### src/rtl/cache_defs.sv
// Shared definitions for the data cache: address field widths, line geometry,
// FSM state encoding and a word-select helper for 64-bit lines.
package cache_defs;
  localparam int ADDR_W         = 16;
  localparam int DATA_W         = 16;
  localparam int OFFSET_BITS    = 2;
  localparam int WORDS_PER_LINE = 4;
  localparam int LINE_WIDTH     = 64;

  typedef enum logic [1:0] {
    IDLE    = 2'd0,
    RD_MISS = 2'd1,
    WR_THRU = 2'd2
  } state_e;

  // Word <off> of a line; word0 lives in bits [15:0].
  function automatic logic [DATA_W-1:0] line_word(input logic [LINE_WIDTH-1:0] line,
                                                  input logic [OFFSET_BITS-1:0] off);
    return line[off*DATA_W +: DATA_W];
  endfunction
endpackage

### src/rtl/data_cache_line_array.sv
// Valid/tag/data storage for the direct-mapped cache.
//   rd_index            -> rd_valid, rd_tag, rd_line  (combinational read port)
//   line_we/line_*      whole-line fill, sets valid
//   word_we/word_*      single-word update at wr_index (valid untouched)
// Only the valid bits are reset (asynchronously); tag and data are not.
module data_cache_line_array
  import cache_defs::*;
#(
  parameter int INDEX_BITS = 2
) (
  input  logic                                     Clk,
  input  logic                                     Reset_N,
  input  logic [INDEX_BITS-1:0]                    rd_index,
  output logic                                     rd_valid,
  output logic [ADDR_W-INDEX_BITS-OFFSET_BITS-1:0] rd_tag,
  output logic [LINE_WIDTH-1:0]                    rd_line,
  input  logic [INDEX_BITS-1:0]                    wr_index,
  input  logic                                     line_we,
  input  logic [ADDR_W-INDEX_BITS-OFFSET_BITS-1:0] line_tag,
  input  logic [LINE_WIDTH-1:0]                    line_data,
  input  logic                                     word_we,
  input  logic [OFFSET_BITS-1:0]                   word_offset,
  input  logic [DATA_W-1:0]                        word_data
);
  localparam int NUM_LINES = 1 << INDEX_BITS;
  localparam int TAG_BITS  = ADDR_W - INDEX_BITS - OFFSET_BITS;

  logic [NUM_LINES-1:0]                                  valid_q, valid_d;
  logic [NUM_LINES-1:0][TAG_BITS-1:0]                    tag_q, tag_d;
  logic [NUM_LINES-1:0][WORDS_PER_LINE-1:0][DATA_W-1:0]  data_q, data_d;

  assign rd_valid = valid_q[rd_index];
  assign rd_tag   = tag_q[rd_index];
  assign rd_line  = data_q[rd_index];

  always_comb begin
    valid_d = valid_q;
    tag_d   = tag_q;
    data_d  = data_q;
    if (line_we) begin
      valid_d[wr_index] = 1'b1;
      tag_d[wr_index]   = line_tag;
      data_d[wr_index]  = line_data;
    end
    if (word_we) begin
      data_d[wr_index][word_offset] = word_data;
    end
  end

  // Reset_N is active-high despite its name.
  always_ff @(posedge Clk or posedge Reset_N) begin
    if (Reset_N) valid_q <= '0;
    else         valid_q <= valid_d;
  end

  always_ff @(posedge Clk) begin
    tag_q  <= tag_d;
    data_q <= data_d;
  end
endmodule

### src/rtl/data_cache.sv
// Direct-mapped, write-through, no-write-allocate data cache.
//   d_*          MEM-stage data port; d_stall freezes the pipeline
//   m_*          main-memory port; m_ready is a one-cycle completion pulse
//   access_count completed accesses, hit_count read hits (both wrap)
// Read hits return data combinationally in IDLE. Read misses fetch a full
// 4-word line; writes always go to memory and update the cache on a hit only.
module data_cache
  import cache_defs::*;
#(
  parameter int INDEX_BITS = 2
) (
  input  logic                  Clk,
  input  logic                  Reset_N,
  input  logic                  d_readM,
  input  logic                  d_writeM,
  input  logic [ADDR_W-1:0]     d_address,
  input  logic [DATA_W-1:0]     d_wdata,
  output logic [DATA_W-1:0]     d_rdata,
  output logic                  d_stall,
  output logic                  m_readM,
  output logic                  m_writeM,
  output logic [ADDR_W-1:0]     m_address,
  output logic [DATA_W-1:0]     m_wdata,
  input  logic [LINE_WIDTH-1:0] m_rdata,
  input  logic                  m_ready,
  output logic [15:0]           access_count,
  output logic [15:0]           hit_count
);
  localparam int TAG_BITS = ADDR_W - INDEX_BITS - OFFSET_BITS;

  state_e              state_q, state_d;
  logic [ADDR_W-1:0]   req_addr_q, req_addr_d;
  logic [ADDR_W-1:0]   m_address_q, m_address_d;
  logic [DATA_W-1:0]   m_wdata_q, m_wdata_d;
  logic [15:0]         access_count_q, access_count_d;
  logic [15:0]         hit_count_q, hit_count_d;

  logic [ADDR_W-1:0]     lookup_addr;
  logic                  rd_valid;
  logic [TAG_BITS-1:0]   rd_tag;
  logic [LINE_WIDTH-1:0] rd_line;
  logic                  hit;
  logic                  line_we, word_we;

  // In IDLE the lookup follows the live request; once a transaction is in
  // flight it uses the captured address, so a dropped request cannot corrupt
  // the fill or the write-hit update.
  assign lookup_addr = (state_q == IDLE) ? d_address : req_addr_q;
  assign hit = rd_valid && (rd_tag == lookup_addr[ADDR_W-1:INDEX_BITS+OFFSET_BITS]);

  data_cache_line_array #(.INDEX_BITS(INDEX_BITS)) u_lines (
    .Clk        (Clk),
    .Reset_N    (Reset_N),
    .rd_index   (lookup_addr[OFFSET_BITS +: INDEX_BITS]),
    .rd_valid   (rd_valid),
    .rd_tag     (rd_tag),
    .rd_line    (rd_line),
    .wr_index   (req_addr_q[OFFSET_BITS +: INDEX_BITS]),
    .line_we    (line_we),
    .line_tag   (req_addr_q[ADDR_W-1:INDEX_BITS+OFFSET_BITS]),
    .line_data  (m_rdata),
    .word_we    (word_we),
    .word_offset(req_addr_q[OFFSET_BITS-1:0]),
    .word_data  (m_wdata_q)
  );

  always_comb begin
    state_d     = state_q;
    req_addr_d  = req_addr_q;
    m_address_d = m_address_q;
    m_wdata_d   = m_wdata_q;
    d_stall     = 1'b0;
    d_rdata     = '0;
    line_we     = 1'b0;
    word_we     = 1'b0;
    unique case (state_q)
      IDLE: begin
        // Write wins if both strobes are (illegally) raised together.
        if (d_writeM) begin
          d_stall     = 1'b1;
          state_d     = WR_THRU;
          req_addr_d  = d_address;
          m_address_d = d_address;
          m_wdata_d   = d_wdata;
        end else if (d_readM) begin
          if (hit) begin
            d_rdata = line_word(rd_line, d_address[OFFSET_BITS-1:0]);
          end else begin
            d_stall     = 1'b1;
            state_d     = RD_MISS;
            req_addr_d  = d_address;
            m_address_d = {d_address[ADDR_W-1:OFFSET_BITS], {OFFSET_BITS{1'b0}}};
          end
        end
      end
      RD_MISS: begin
        d_stall = !m_ready;
        if (m_ready) begin
          // Forward the requested word straight from the returning line.
          d_rdata = line_word(m_rdata, req_addr_q[OFFSET_BITS-1:0]);
          line_we = 1'b1;
          state_d = IDLE;
        end
      end
      WR_THRU: begin
        d_stall = !m_ready;
        if (m_ready) begin
          word_we = hit;  // no allocate on a write miss
          state_d = IDLE;
        end
      end
      default: state_d = IDLE;
    endcase

    access_count_d = access_count_q;
    if ((d_readM || d_writeM) && !d_stall) access_count_d = access_count_q + 16'd1;
    hit_count_d = hit_count_q;
    if (state_q == IDLE && d_readM && !d_writeM && hit) hit_count_d = hit_count_q + 16'd1;
  end

  // Strobes decode from state so an asynchronous reset drops them at once.
  assign m_readM      = (state_q == RD_MISS);
  assign m_writeM     = (state_q == WR_THRU);
  assign m_address    = m_address_q;
  assign m_wdata      = m_wdata_q;
  assign access_count = access_count_q;
  assign hit_count    = hit_count_q;

  always_ff @(posedge Clk or posedge Reset_N) begin
    if (Reset_N) begin
      state_q        <= IDLE;
      req_addr_q     <= '0;
      m_address_q    <= '0;
      m_wdata_q      <= '0;
      access_count_q <= '0;
      hit_count_q    <= '0;
    end else begin
      state_q        <= state_d;
      req_addr_q     <= req_addr_d;
      m_address_q    <= m_address_d;
      m_wdata_q      <= m_wdata_d;
      access_count_q <= access_count_d;
      hit_count_q    <= hit_count_d;
    end
  end
endmodule

### config.mk
export PLATFORM = sky130hd
export DESIGN_NAME = data_cache
export DESIGN_NICKNAME = d
export VERILOG_FILES = /design/src/rtl/cache_defs.sv /design/src/rtl/data_cache_line_array.sv /design/src/rtl/data_cache.sv
export SDC_FILE = /design/constraint.sdc
export NUM_CORES = 1
export LEC_CHECK = 0
export ABC_AREA = 1
export BUFFER_PORTS_ARGS = -buffer_cell sky130_fd_sc_hd__buf_2
export CAP_MARGIN = 30
export CORE_UTILIZATION = 25
export DETAILED_ROUTE_END_ITERATION = 12
export PLACE_DENSITY = 0.51
export SYNTH_ARGS = -nofsm -noshare
export SYNTH_HDL_FRONTEND = slang
export SYNTH_HIERARCHICAL = 1
export SYNTH_SLANG_ARGS = --single-unit
export TNS_END_PERCENT = 20
### constraint.sdc
create_clock -name Clk -period 3.79 [get_ports Clk]
set_clock_uncertainty 0.1 [all_clocks]
set_input_delay 0.1895 -clock Clk [delete_from_list [all_inputs] [get_ports Clk]]
set_output_delay 0.1895 -clock Clk [all_outputs]
set_load 0.01 [all_outputs]
==> results of run 1 <==
-- path summary, 6_finish.rpt --
check	startpoint	endpoint	slack (ps)	cells past startpoint
min in group asynchronous	Reset_N	req_addr_q[14]	160	4
max in group asynchronous	Reset_N	m_wdata[14]	2820	4
min reg2reg	u_lines/valid_q[1]	u_lines/valid_q[1]	360	1
max reg2reg	state_q[1]	u_lines/data_q[147]	320	21
min	d_readM	access_count[4]	40	5
max	state_q[1]	d_rdata[4]	40	18
-- worst max-delay path, stage by stage (launching register included) --
cell,delay [ps]
dfrtp_1,410
inv_2,90
ha_4,210
nand2_4,60
o21ai_4,70
buf_12,160
buf_8,130
o21ai_1,70
o22ai_1,290
inv_1,90
nand2_2,90
nand2_2,50
nor2_1,90
nand2_1,90
nor2_4,140
nand3_4,180
clkinv_8,150
a32o_1,310
buf_2,180
-- cell families (layout without fill, tap and decap cells) --
group	Yosys count	after routing	share of synthesized area
adder cells (fa/ha/maj)	6	6	0.00355
other	0	3	0
AO/OA/AOI/OAI	380	380	0.0956
XOR/XNOR	24	24	0.00993
AND/OR/NAND/NOR	1848	1848	0.372
flip-flops	376	376	0.395
buffers and inverters	641	870	0.124
-- report_power, final --
| group | leakage [uW] | total [uW] | internal (uW) | switching [uW] |
|---|---|---|---|---|
| clock network | 0.000730 | 4490 | 2620 | 1870 |
| logic | 0.00923 | 11200 | 3900 | 7320 |
| registers | 0.00349 | 6700 | 5740 | 960 |
| total | 0.0135 | 22400 | 12300 | 10100 |
-- cell usage after synthesis --
library cell  number
clkbuf_1         122
xnor2_1            6
ha_1               6
a32o_1            16
a21oi_1          132
nand3b_1           4
or2_2              4
xor2_1            18
dfrtp_1           72
nand4_1            7
nand2_1         1162
buf_4             32
nand2_8            1
dfxtp_1          256
buf_1             25
clkinv_1           3
o22ai_1           29
nor3b_1            3
nand3_1          540
buf_2             61
nand2_4            3
a21o_1             2
nand2_2            7
edfxtp_1          48
nor3_1            10
nor4_1             2
inv_1            373
nor2_1            84
o21ai_0          201
nand3_2           10
buf_6              2
inv_2             23
nor2_4             9
nor2_2             2
-- layer usage --
layer / share of wire / GRT usage / vias up
met5: 0.00030 / 0 / -
li1: - / - / 10700
met1: 0.45 / 0.280 / 10200
met2: 0.42 / 0.294 / 1008
met3: 0.11 / 0.0543 / 124
met4: 0.021 / 0.0499 / 6
-- sequential cells by signal, indices dropped and copies added, names as in the netlist --
register,flops
m_wdata,16
u_lines/data_q,256
u_lines/valid_q,4
state_q,2
access_count,16
req_addr_q,16
u_lines/tag_q,48
hit_count,16
m_address,2
-- layout make-up --
class	instances	area share
antenna	3	0.000286
clock buffer	68	0.0504
tap	1134	0.0540
timing repair buffer	386	0.115
sequential	376	0.318
clock inverter	16	0.00619
multi-input combinational	2258	0.397
inverter	399	0.0584
timing repair inverter	1	0.000333
-- metrics by stage --
stage,hold slack [ps],cell area (sq um)
2_1_floorplan,-144,21200
3_3_place_gp,1.02,23200
3_5_place_dp,2.53,23300
4_1_cts,6.09,25800
5_1_grt,46.6,26300
6_report,41.9,26300
-- repair_timing --
item,in CTS,in global routing
pin swaps,4,35
cloned,1,3
setup buffers,3,28
hold buffers,87,0
hold endpoints to repair,271,0
endpoints found under the setup margin,17,34
gates resized for setup,21,73
==> impl_results.md, run 1 <==
- Largest net degree at the start of global routing: 131
- Setup TNS: 0 ps
- # IOs: 184
- Max_slew headroom: 0.308
- Final #Nets: 3575
- CTS buffer count: 46
- Antenna-violating nets left: 0
- Non-filler cells, final: 4641
- Vias in the first global route: 20300
- Required time of the critical path: 3500 ps
- Share of layout cells above drive strength 1: 0.136
- Area of the multi-input gates: 0.0104 sq mm
- First-pass GRT wire length: 130 mm
- PortBufs: 183
- Antenna violations before repair: 8
- Finished Core Util: 0.314
- Max_cap viols: 0
- Hold Crit Class: in -> reg
- Top cells by area, synth: dfxtp_1 24%, nand2_1 21%, nand3_1 13%
- Power Dens Cells: 853 mW/mm^2
- Fill cell count: 9155
- Initial Utilization: 0.253
- Leakage: 0.0135 uW
- Yosys warning count: 6
- Die width: 293 um
- Row cnt: 106
- Total Routing Usage GR: 0.198
- CTS root buf: clkbuf_16
- Most common library cell in the layout ignoring fill and taps: nand2_1
- Routed WL per cell: 18.9 um
- Placed Cells: 4432
- TritonCTS Sinks: 376
- Top-area cell type share of the netlist area: 0.242
- Commonest cells after routing, fill and taps aside: 1154 x nand2_1, 533 x nand3_1, 369 x inv_1
- TritonCTS clock tree: yes
- Worst ir drop on vdd: 0.000460 V
- Overflow after GRT: 0
- Core Area: 0.0837 sq mm
- Total power: 22400 uW
- Unique masters post-synth: 34
- Critical path fanouts, max: 7
- Crit path DAT: 3470 ps
- CTS H-Tree Depth: 2
- FF+latch count, synth: 376
- Synth area leader: dfxtp_1
- Layout area overhead: 24.2%
- Fin crit share: 0.991
- Avg Inst Size Synth: 6.46 sq um
- Via count: 22100
- Max Slew Vio Count: 0
- Sequential share of the synthesized area: 0.395
- Mapped Nets: 3382
- RSZ-0062 raised after global routing: true
- Status: finished clean
- Worst setup margin: 35.0 ps
- Setup Crit Path Kind: reg -> out
- DRC Markers: 0
- Minimum clock period: 3750 ps
- Post-Syn Instances: 3275
- Clock transition at path regs: 60 ps
- Clock Tree Buf Depth: 3
- Vias/cell: 4.77
- Routability cong.: 0.897
- Detail Placement HPWL: 57.2 mm
- Max frequency: 266 MHz
- DRT Pass-1 Iters: 5
- Worst-margin pin slew: 1040 ps
- Reg area: 0.00837 sq mm
- Die footprint: 0.0858 sq mm
- CP endpoint kind: output pin
- Die Ht: 293 um
- Dpl ws: 75.9 ps
- Clk_lat worst skew: 580 ps
- Startpoint types: register
- Final setup violation count: 0
- Drt initial violations: 2237
- Cell area after synthesis: 0.0212 sq mm
- Final hold viol count: 0
- Routed Wire Length: 87.9 mm
No activity file was read; power rests on OpenSTA's default activity.
==> run 2: changes to the inputs <==
--- a/config.mk
+++ b/config.mk
@@ -10,7 +10,7 @@
 export CAP_MARGIN = 30
 export CORE_UTILIZATION = 25
 export DETAILED_ROUTE_END_ITERATION = 12
-export PLACE_DENSITY = 0.51
+export PLACE_DENSITY_LB_ADDON = 0.12
 export SYNTH_ARGS = -nofsm -noshare
 export SYNTH_HDL_FRONTEND = slang
 export SYNTH_HIERARCHICAL = 1
==> run 2 against run 1 <==
Compared with the run above: worst hold slack got worse by 30 ps; combinational power increased by 7%; global-route usage increased by 2.7 points; non-clock buffer count increased by 49; sequential share of layout area decreased by 0.98 points; highest routed layer is now met4.
==> impl_results.md, run 2 (synthesized netlist as in run 1, its figures left out) <==
- DRC Markers: 0 (unchanged)
- Top reg by flops: u_lines/data_q
- Clk_lat worst skew: 600 ps (+20 ps)
- Die width: 293 um (unchanged)
- Crit path DAT: 3410 ps (-60 ps)
- Initial Utilization: 0.253 (unchanged)
- Max Slew Vio Count: 0 (unchanged)
- Antenna violations before repair: 0 (-8)
- CTS buffer count: 50 (+8.7%)
- DRT Pass-1 Iters: 5 (unchanged)
- Startpoint types: register
- Clock transition at path regs: 60 ps (about the same)
- Max stage delay on crit path: 380 ps (-30 ps)
- Drt initial violations: 1779 (-20%)
- Row cnt: 106 (unchanged)
- Setup Crit Path Kind: reg -> out
- TritonCTS clock tree: yes
- Status: finished clean
- Max reg flops: 256 (unchanged)
- CP endpoint kind: output pin
- Detail Placement HPWL: 63.7 mm (+11%)
- Max_slew headroom: 0.306 (-0.00217)
- Worst-margin pin slew: 1040 ps (+3.26 ps)
- Worst setup margin: 89.5 ps (+54.5 ps)
- Setup TNS: 0 ps (unchanged)
- Routed Wire Length: 98.6 mm (+12%)
- Routability cong.: 0.831 (-7.4%)
- Share of layout cells above drive strength 1: 0.151 (+0.0157)
- Largest net degree at the start of global routing: 97 (-26%)
- Routed WL per cell: 21.0 um (+11%)
- Minimum clock period: 3700 ps (-54.5 ps)
- CTS root buf: clkbuf_16
- Leakage: 0.0139 uW (+3.4%)
- Placed Cells: 4458 (+0.59%)
- Non-filler cells, final: 4698 (+1.2%)
- PortBufs: 183 (unchanged)
- Final hold viol count: 0 (unchanged)
- Most common library cell in the layout ignoring fill and taps: nand2_1
- # IOs: 184 (unchanged)
- Commonest cells after routing, fill and taps aside: 1154 x nand2_1, 533 x nand3_1, 369 x inv_1
- Dpl ws: 155 ps (+79.5 ps)
- Fin crit share: 0.976 (-0.0144)
- CTS H-Tree Depth: 2 (unchanged)
- Final setup violation count: 0 (unchanged)
- Antenna-violating nets left: 0 (unchanged)
- Die footprint: 0.0858 sq mm (unchanged)
- RSZ-0062 raised after global routing: true
- Overflow after GRT: 0 (unchanged)
- Vias/cell: 4.74 (-0.57%)
- Finished Core Util: 0.324 (+0.0100)
- Top flop regs: u_lines/data_q x256, u_lines/tag_q x48
- Via count: 22300 (+0.65%)
- Hold Crit Class: in -> reg
- Critical path fanouts, max: 7 (unchanged)
- Clock Tree Buf Depth: 3 (unchanged)
- Worst ir drop on vdd: 0.000503 V (+9.3%)
- Max frequency: 270 MHz (+1.5%)
- Worst path slowest cell: dfrtp_1
- TritonCTS Sinks: 376 (unchanged)
- Critical Path, Cell by Cell: inv_2 > ha_4 > nand2_4 > o21ai_4 > buf_12 > buf_12 > o21ai_1 > o22ai_2 > inv_1 > nand2_1 > nand2_1 > nor2_1 > nand2_1 > nor2_4 > buf_6 > nand3_4 > inv_8 > buf_12 > a32o_2 > buf_2
- Total Routing Usage GR: 0.225 (+0.0271)
- Required time of the critical path: 3500 ps (about the same)
- Layout area overhead: 28.1%
- Final #Nets: 3628 (+1.5%)
- Core Area: 0.0837 sq mm (unchanged)
- Vias in the first global route: 21500 (+5.7%)
- First-pass GRT wire length: 144 mm (+11%)
- Max_cap viols: 0 (unchanged)
- Die Ht: 293 um (unchanged)
- Power Dens Cells: 870 mW/mm^2 (+2.1%)
[run 2: changes by cell type in the layout (fill, tap and decap cells not counted), moves of 4 or more]
cell | previous run | this run
nor2_1 | 81 | 76
buf_6 | 6 | 10
nor2_2 | 2 | 6
clkbuf_1 | 14 | 9
buf_4 | 86 | 109
clkbuf_8 | 7 | 14
o21ai_1 | 14 | 10
dlygate4sd3_1 | 87 | 99
buf_12 | 13 | 27
[run 2: power by group]
part / leakage, uW / switching (uW) / internal [uW]
logic: 0.00956 / 7910 / 4120
clock network: 0.000854 / 1980 / 3040
registers: 0.00349 / 811 / 5750
total: 0.0139 / 10700 / 12900
[run 2: worst paths after layout]
kind                                        to  depth (start not counted)  slack (ps)               start
setup / recovery                   d_rdata[10]                         20          90          state_q[0]
hold / removal             u_lines/data_q[250]                          5          10         m_rdata[58]
setup reg to reg                 hit_count[15]                         28         140          state_q[0]
hold reg to reg             u_lines/valid_q[0]                          1         370  u_lines/valid_q[0]
max in group asynchronous          m_wdata[12]                          5        2460             Reset_N
min in group asynchronous        req_addr_q[0]                          4         510             Reset_N
[run 2: timing repair]
item,in CTS,in global routing
resized for setup,48,61
gates cloned,3,1
buffers inserted,35,10
hold endpoints to repair,284,0
hold buffers,99,0
endpoints found under the setup margin,17,20
pin swaps,21,35
[run 2: per-layer routing]
layer | global-route usage | share of wire | up-vias | wire length, um
li1 | - | - | 10900 | -
met1 | 0.314 | 0.46 | 10600 | 45500
met2 | 0.363 | 0.46 | 719 | 44900
met3 | 0.0297 | 0.061 | 128 | 5980
met4 | 0.0580 | 0.023 | 0 | 2270
met5 | 0 | 0 | - | 0
[run 2: cell type report]
type                    count  area, sq um
clock buffers              73         1480
fillers                  9146        56600
multi-input cells        2258        10500
repair buffers            435         3580
clock inverters            21          248
well taps                1134         1420
inverters                 399         1530
flip-flops and latches    376         8370
diodes                      1         2.50
repair inverters            1         5.00
[run 2: metrics by stage]
step | instance area, sq um | power [uW] | hold slack [ps]
floorplan | 21200 | 13400 | -144
global placement | 23500 | 17300 | -25.2
detailed placement | 23600 | 17400 | -26.9
CTS | 26900 | 23400 | 0.898
global route | 27100 | 25300 | 32.5
finish | 27100 | 23600 | 11.5
[run 2: worst max-delay path, delay by kind of cell (launching register included)]
family	cells	cell delay, ps
buffers and inverters	8	930
AO/OA/AOI/OAI	4	660
AND/OR/NAND/NOR	7	610
flip-flops	1	380
adder cells (fa/ha/maj)	1	210
